[src/rtl/clk_div_enable_gen_if.sv]
// Control and status bundle for the programmable clock divider.
// The master side requests run/stop and ratio loads; the slave side reports the divided clock and status.
interface clk_div_enable_gen_if #(
    parameter int WIDTH = 8
);
    logic             enable;
    logic [WIDTH-1:0] div_in;
    logic             div_load;
    logic             clk_out;
    logic             tick;
    logic             running;
    logic             pending;
    logic             err;

    modport master (
        output enable,
        output div_in,
        output div_load,
        input  clk_out,
        input  tick,
        input  running,
        input  pending,
        input  err
    );

    modport slave (
        input  enable,
        input  div_in,
        input  div_load,
        output clk_out,
        output tick,
        output running,
        output pending,
        output err
    );
endinterface

[src/rtl/clk_div_enable_gen.sv]
// Programmable integer clock divider with a one-cycle tick per divided period.
// Ratio changes are deferred to the period boundary so clk_out never produces a runt pulse.
module clk_div_enable_gen #(
    parameter int WIDTH       = 8,
    parameter int DEFAULT_DIV = 2
) (
    input  logic                  clk,
    input  logic                  reset,
    clk_div_enable_gen_if.slave   bus
);

    typedef enum logic [1:0] {
        IDLE = 2'd0,
        RUN  = 2'd1,
        STOP = 2'd2
    } state_t;

    localparam logic [WIDTH-1:0] ONE      = WIDTH'(1);
    localparam logic [WIDTH-1:0] DEF_DIV  = WIDTH'(DEFAULT_DIV);
    localparam logic [WIDTH:0]   ONE_WIDE = (WIDTH + 1)'(1);

    state_t           state_reg;
    logic [WIDTH-1:0] cnt_reg;
    logic [WIDTH-1:0] cur_div_reg;
    logic [WIDTH-1:0] shadow_reg;
    logic             clk_out_reg;
    logic             tick_reg;
    logic             running_reg;
    logic             pending_reg;
    logic             err_reg;

    logic             load_ok;
    logic             load_bad;
    logic             wrap;
    logic [WIDTH-1:0] cnt_next;
    logic [WIDTH-1:0] div_next;
    logic             high_next;

    // High time is (N+1)/2, evaluated one bit wider so N = 2^WIDTH-1 cannot overflow.
    function automatic logic [WIDTH:0] high_len(input logic [WIDTH-1:0] n);
        logic [WIDTH:0] sum;
        sum = {1'b0, n} + ONE_WIDE;
        return sum >> 1;
    endfunction

    always_comb begin
        load_ok   = bus.div_load && (bus.div_in > ONE);
        load_bad  = bus.div_load && !(bus.div_in > ONE);
        wrap      = (cnt_reg == (cur_div_reg - ONE));
        cnt_next  = wrap ? '0 : (cnt_reg + ONE);
        // Ratio for the period that begins at a wrap; a load on the wrap edge itself wins.
        div_next  = cur_div_reg;
        if (load_ok) begin
            div_next = bus.div_in;
        end else if (pending_reg) begin
            div_next = shadow_reg;
        end
        high_next = ({1'b0, cnt_next} < high_len(cur_div_reg));
    end

    always_ff @(posedge clk) begin
        if (reset) begin
            state_reg   <= IDLE;
            cnt_reg     <= '0;
            cur_div_reg <= DEF_DIV;
            shadow_reg  <= DEF_DIV;
            clk_out_reg <= 1'b0;
            tick_reg    <= 1'b0;
            running_reg <= 1'b0;
            pending_reg <= 1'b0;
            err_reg     <= 1'b0;
        end else begin
            if (load_bad) begin
                err_reg <= 1'b1;
            end

            case (state_reg)
                IDLE: begin
                    cnt_reg <= '0;
                    if (load_ok) begin
                        cur_div_reg <= bus.div_in;
                    end
                    if (bus.enable) begin
                        state_reg   <= RUN;
                        clk_out_reg <= 1'b1;
                        tick_reg    <= 1'b1;
                        running_reg <= 1'b1;
                    end else begin
                        clk_out_reg <= 1'b0;
                        tick_reg    <= 1'b0;
                        running_reg <= 1'b0;
                    end
                end

                RUN, STOP: begin
                    if (wrap) begin
                        cur_div_reg <= div_next;
                        shadow_reg  <= div_next;
                        pending_reg <= 1'b0;
                    end else if (load_ok) begin
                        shadow_reg  <= bus.div_in;
                        pending_reg <= 1'b1;
                    end

                    // Without enable the current period finishes, then the divider parks low.
                    if (!bus.enable && wrap) begin
                        state_reg   <= IDLE;
                        cnt_reg     <= '0;
                        clk_out_reg <= 1'b0;
                        tick_reg    <= 1'b0;
                        running_reg <= 1'b0;
                    end else begin
                        state_reg   <= bus.enable ? RUN : STOP;
                        cnt_reg     <= cnt_next;
                        tick_reg    <= wrap;
                        clk_out_reg <= wrap ? 1'b1 : high_next;
                        running_reg <= 1'b1;
                    end
                end

                default: begin
                    state_reg   <= IDLE;
                    cnt_reg     <= '0;
                    clk_out_reg <= 1'b0;
                    tick_reg    <= 1'b0;
                    running_reg <= 1'b0;
                end
            endcase
        end
    end

    assign bus.clk_out = clk_out_reg;
    assign bus.tick    = tick_reg;
    assign bus.running = running_reg;
    assign bus.pending = pending_reg;
    assign bus.err     = err_reg;

endmodule

[src/flat_wrapper.sv]
// flat-port wrapper written by rule: the top's interface ports become plain ports
module clk_div_enable_gen_flat 
#(
    parameter int WIDTH       = 8,
    parameter int DEFAULT_DIV = 2
)
  (clk, reset, bus_enable, bus_div_in, bus_div_load, bus_clk_out, bus_tick, bus_running, bus_pending, bus_err);
  clk_div_enable_gen_if #(.WIDTH(WIDTH)) bus_i ();
  input  logic clk;
  input  logic reset;
  input wire logic [$bits(bus_i.enable)-1:0] bus_enable;
  input wire logic [$bits(bus_i.div_in)-1:0] bus_div_in;
  input wire logic [$bits(bus_i.div_load)-1:0] bus_div_load;
  output wire logic [$bits(bus_i.clk_out)-1:0] bus_clk_out;
  output wire logic [$bits(bus_i.tick)-1:0] bus_tick;
  output wire logic [$bits(bus_i.running)-1:0] bus_running;
  output wire logic [$bits(bus_i.pending)-1:0] bus_pending;
  output wire logic [$bits(bus_i.err)-1:0] bus_err;
  assign bus_i.enable = bus_enable;
  assign bus_i.div_in = bus_div_in;
  assign bus_i.div_load = bus_div_load;
  assign bus_clk_out = bus_i.clk_out;
  assign bus_tick = bus_i.tick;
  assign bus_running = bus_i.running;
  assign bus_pending = bus_i.pending;
  assign bus_err = bus_i.err;
  clk_div_enable_gen #(.WIDTH(WIDTH), .DEFAULT_DIV(DEFAULT_DIV)) u_core (.clk(clk), .reset(reset), .bus(bus_i));
endmodule
[config.mk]
export PLATFORM = sky130hd
export DESIGN_NAME = clk_div_enable_gen_flat
export DESIGN_NICKNAME = d
export VERILOG_FILES = /design/src/rtl/clk_div_enable_gen_if.sv /design/src/rtl/clk_div_enable_gen.sv /design/src/flat_wrapper.sv
export SDC_FILE = /design/constraint.sdc
export NUM_CORES = 1
export LEC_CHECK = 0
export CAP_MARGIN = 25
export CORE_ASPECT_RATIO = 1.25
export CORE_MARGIN = 3
export CORE_UTILIZATION = 40
export CTS_CLUSTER_SIZE = 20
export DETAILED_ROUTE_END_ITERATION = 16
export GPL_ROUTABILITY_DRIVEN = 0
export HOLD_SLACK_MARGIN = 0.12
export MAX_ROUTING_LAYER = met4
export PLACE_DENSITY = 0.67
export SLEW_MARGIN = 15
export SYNTH_ARGS = -nofsm -noshare
export SYNTH_HDL_FRONTEND = slang
export SYNTH_SLANG_ARGS = --single-unit
[constraint.sdc]
create_clock -name clk -period 3 [get_ports clk]
set_input_delay 0.3 -clock clk [delete_from_list [all_inputs] [get_ports clk]]
set_output_delay 0.3 -clock clk [all_outputs]
set_load 0.02 [all_outputs]
==> flow_summary.yaml <==
drt:
  drc: 0
  finalWirelength_microns: 5410
  via_per_inst: 5.77
  num_vias: 2049
  wl_per_cell_microns: 15.2
  postRouteAntennaNets: 0
  drt-initial-drc-count: 136
  drt-pass1-iter-count: 4
finish:
  area_growth_pct: 13.8
  antenna_cells: 0
  fill_cells: 552
  final_cells: 355
  nets: 314
  drive_above_1_share: 0.144
run:
  maxCapViolations: 0
synthesis:
  synth_top_area_cell: "dfxtp_1"
  synthArstFlopShare: 0
  synth_area_leaders: "dfxtp_1 (27%), ha_1 (6.6%), mux2i_1 (6.6%)"
  synthCells: 270
  ys_warn_count: 0
  ys_ff_latch: 31
  synth.distinct_cells: 55
  synth-edff-count: 0
  ys_seq_area_frac: 0.271
  synth_top_area_share: 0.271
  syn-num-nets: 294
  synthFlopType: "dfxtp_1"
  synth.avg_cell_area_sq_um: 8.49
  syn_area_sq_um: 2290
global_route:
  grt_pass1_wl_microns: 8950
  grt_pass1_vias: 1896
  grt_max_degree: 25
  antenna_found_initial: 0
  grt_util_all_layers: 0.176
  globalRouteOverflowTotal: 0
sta:
  timing.final.ws_setup_ns: 0.283
  min_period_ns: 2.72
  hold_viol: 0
  holdWs_ns: 0.486
  slew_headroom: 0.595
  tns_ns: 0
  post-route-period-util: 0.906
  timing.fmax_mhz: 368
  worstMarginPinSlew_ns: 0.608
  rsz0062_at_grt: "false"
  skew_ns: 0.00614
  finalMaxSlewViolations: 0
  final-setup-viol-count: 0
floorplanning:
  dieArea_sq_um: 6680
  io_pins: 17
  start_util: 0.418
  fp-row-count: 30
  die_x_microns: 73.7
  core_sq_um: 5480
  chipHeight_microns: 90.6
cts:
  root_buffer: "clkbuf_8"
  cts_tree: "built"
  hold_buffers: 0
  insertion_delay_ns: 0.28
  cts.htree.levels: 2
  path_clk_slew_ns: 0.07
  clkSinkCount: 31
  cts.path.max_buffers: 2
  numCtsBuffers: 5
critical_path:
  cp.arrival_ns: 2.93
  critPathMaxFanout: 8
  slowest_delay_ns: 0.40
  crit_buf_inv: 1
  worstPathRequired_ns: 3.21
  critPathTopFamily: "compound AO/OA/AOI/OAI gates"
  critPathKind: "flip-flop to flip-flop"
  crit_slowest_cell: "nor4b_2"
  worstSetupEndpointType: "flip-flop"
  crit_path_cell_trace: "buf_4 -> nor3_1 -> a21oi_1 -> nor4b_2 -> o211a_4 -> nor2_1 -> ha_1 -> a21boi_0 -> o21ai_0 -> nand2b_1 -> a21oi_1 -> o211ai_1 -> o22ai_1"
  cp-start-kind: "flip-flop"
  cp_common_cell: "a21oi_1"
placed_design:
  post-dp-hpwl_microns: 4000
  placed_cells: 347
  dp_slack_ns: 0.203
  io_buffers: 16
power_and_ir_drop:
  ir_worst_vdd_mv: 0.215
  leakagePower_nw: 0.951
  totalPowerFinal_mw: 1.23
  powerDensity_nw_per_um2: 473
hold_path:
  hold_class: "flip-flop to flip-flop"
status:
  outcome: "complete, no violations"
[worst min-delay path, delay by kind of cell, from the launching register on]
kind               cells  cell delay, ns
and+or+nand+nor        1            0.08
AOI/OAI and AO/OA      1            0.04
DFF                    1            0.33
[synthesized netlist by cell type, drive strengths merged (9+ instances only)]
cell type  instances
o211ai            10
buf               11
xnor2              9
xor2              11
inv                9
mux2i             15
nand2             14
o21ai             15
and3              10
dfxtp             31
ha                12
nor2              33
nand3             10
a21oi             18
[per-stage QoR]
| step | cell area [sq um] | util |
|---|---|---|
| after floorplan | 2300 | - |
| after detailed placement | 2500 | 0.456 |
| after global placement | 2500 | 0.456 |
| final | 2610 | 0.476 |
| after CTS | 2600 | 0.474 |
| after global routing | 2610 | 0.476 |
[metal layers]
metal,routed length [microns],track usage
met1,2450,0.226
met2,2620,0.268
met3,214,0.0323
met4,125,0.0710
met5,0,-
[cells by family (layout without fill, tap and decap cells)]
group / Yosys count / in the layout / synth area share
AOI/OAI and AO/OA: 74 / 74 / 0.215
and+or+nand+nor: 91 / 91 / 0.223
xor gates and xnor gates: 20 / 20 / 0.0797
muxes: 15 / 15 / 0.0655
adders and majority gates: 12 / 12 / 0.0655
buffers and inverters: 27 / 48 / 0.0808
DFF: 31 / 31 / 0.271
[timing repair]
action                     CTS  global route
resized for setup            0             2
setup endpoints to repair    0             1
buffers inserted             0             0
[report_power, final]
| group | leakage, nW | switching [mW] | internal, mW | total, mW |
|---|---|---|---|---|
| Combinational | 0.646 | 0.212 | 0.174 | 0.386 |
| Clock | 0.0515 | 0.155 | 0.209 | 0.365 |
| Sequential | 0.254 | 0.0378 | 0.444 | 0.481 |
| Total | 0.951 | 0.406 | 0.827 | 1.23 |
[worst paths after layout]
check	from	to	slack [ns]	cells after the start
worst max-delay path	u_core.cur_div_reg[2]	u_core.bus.clk_out	0.28	13
worst min-delay path	u_core.bus.err	u_core.bus.err	0.49	2
worst max register to register	u_core.cur_div_reg[2]	u_core.bus.clk_out	0.28	13
worst min register to register	u_core.bus.err	u_core.bus.err	0.49	2
[final cells by class]
cell class / count / area [sq um] / share of cell area
inverters: 9 / 33.8 / 0.0130
clock buffers: 8 / 100 / 0.0384
flip-flops and latches: 31 / 622 / 0.238
repair buffers: 31 / 273 / 0.105
multi-input cells: 212 / 1500 / 0.575
well taps: 64 / 80.1 / 0.0307
[cells in the final DEF, fill, tap and decap left out, types with 9 or more instances in the layout]
cell type | Yosys | layout
xor2_1 | 10 | 10
and3_1 | 10 | 10
nor2_1 | 24 | 24
a21oi_1 | 18 | 18
dfxtp_1 | 31 | 30
clkdlybuf4s50_1 | 0 | 16
buf_4 | 3 | 15
ha_1 | 12 | 12
mux2i_1 | 15 | 15
xnor2_1 | 9 | 9
inv_1 | 9 | 9
o21ai_0 | 14 | 14
nand3_1 | 10 | 10
nand2_1 | 14 | 14
o211ai_1 | 10 | 10
Power figures use the tool's default switching activity.
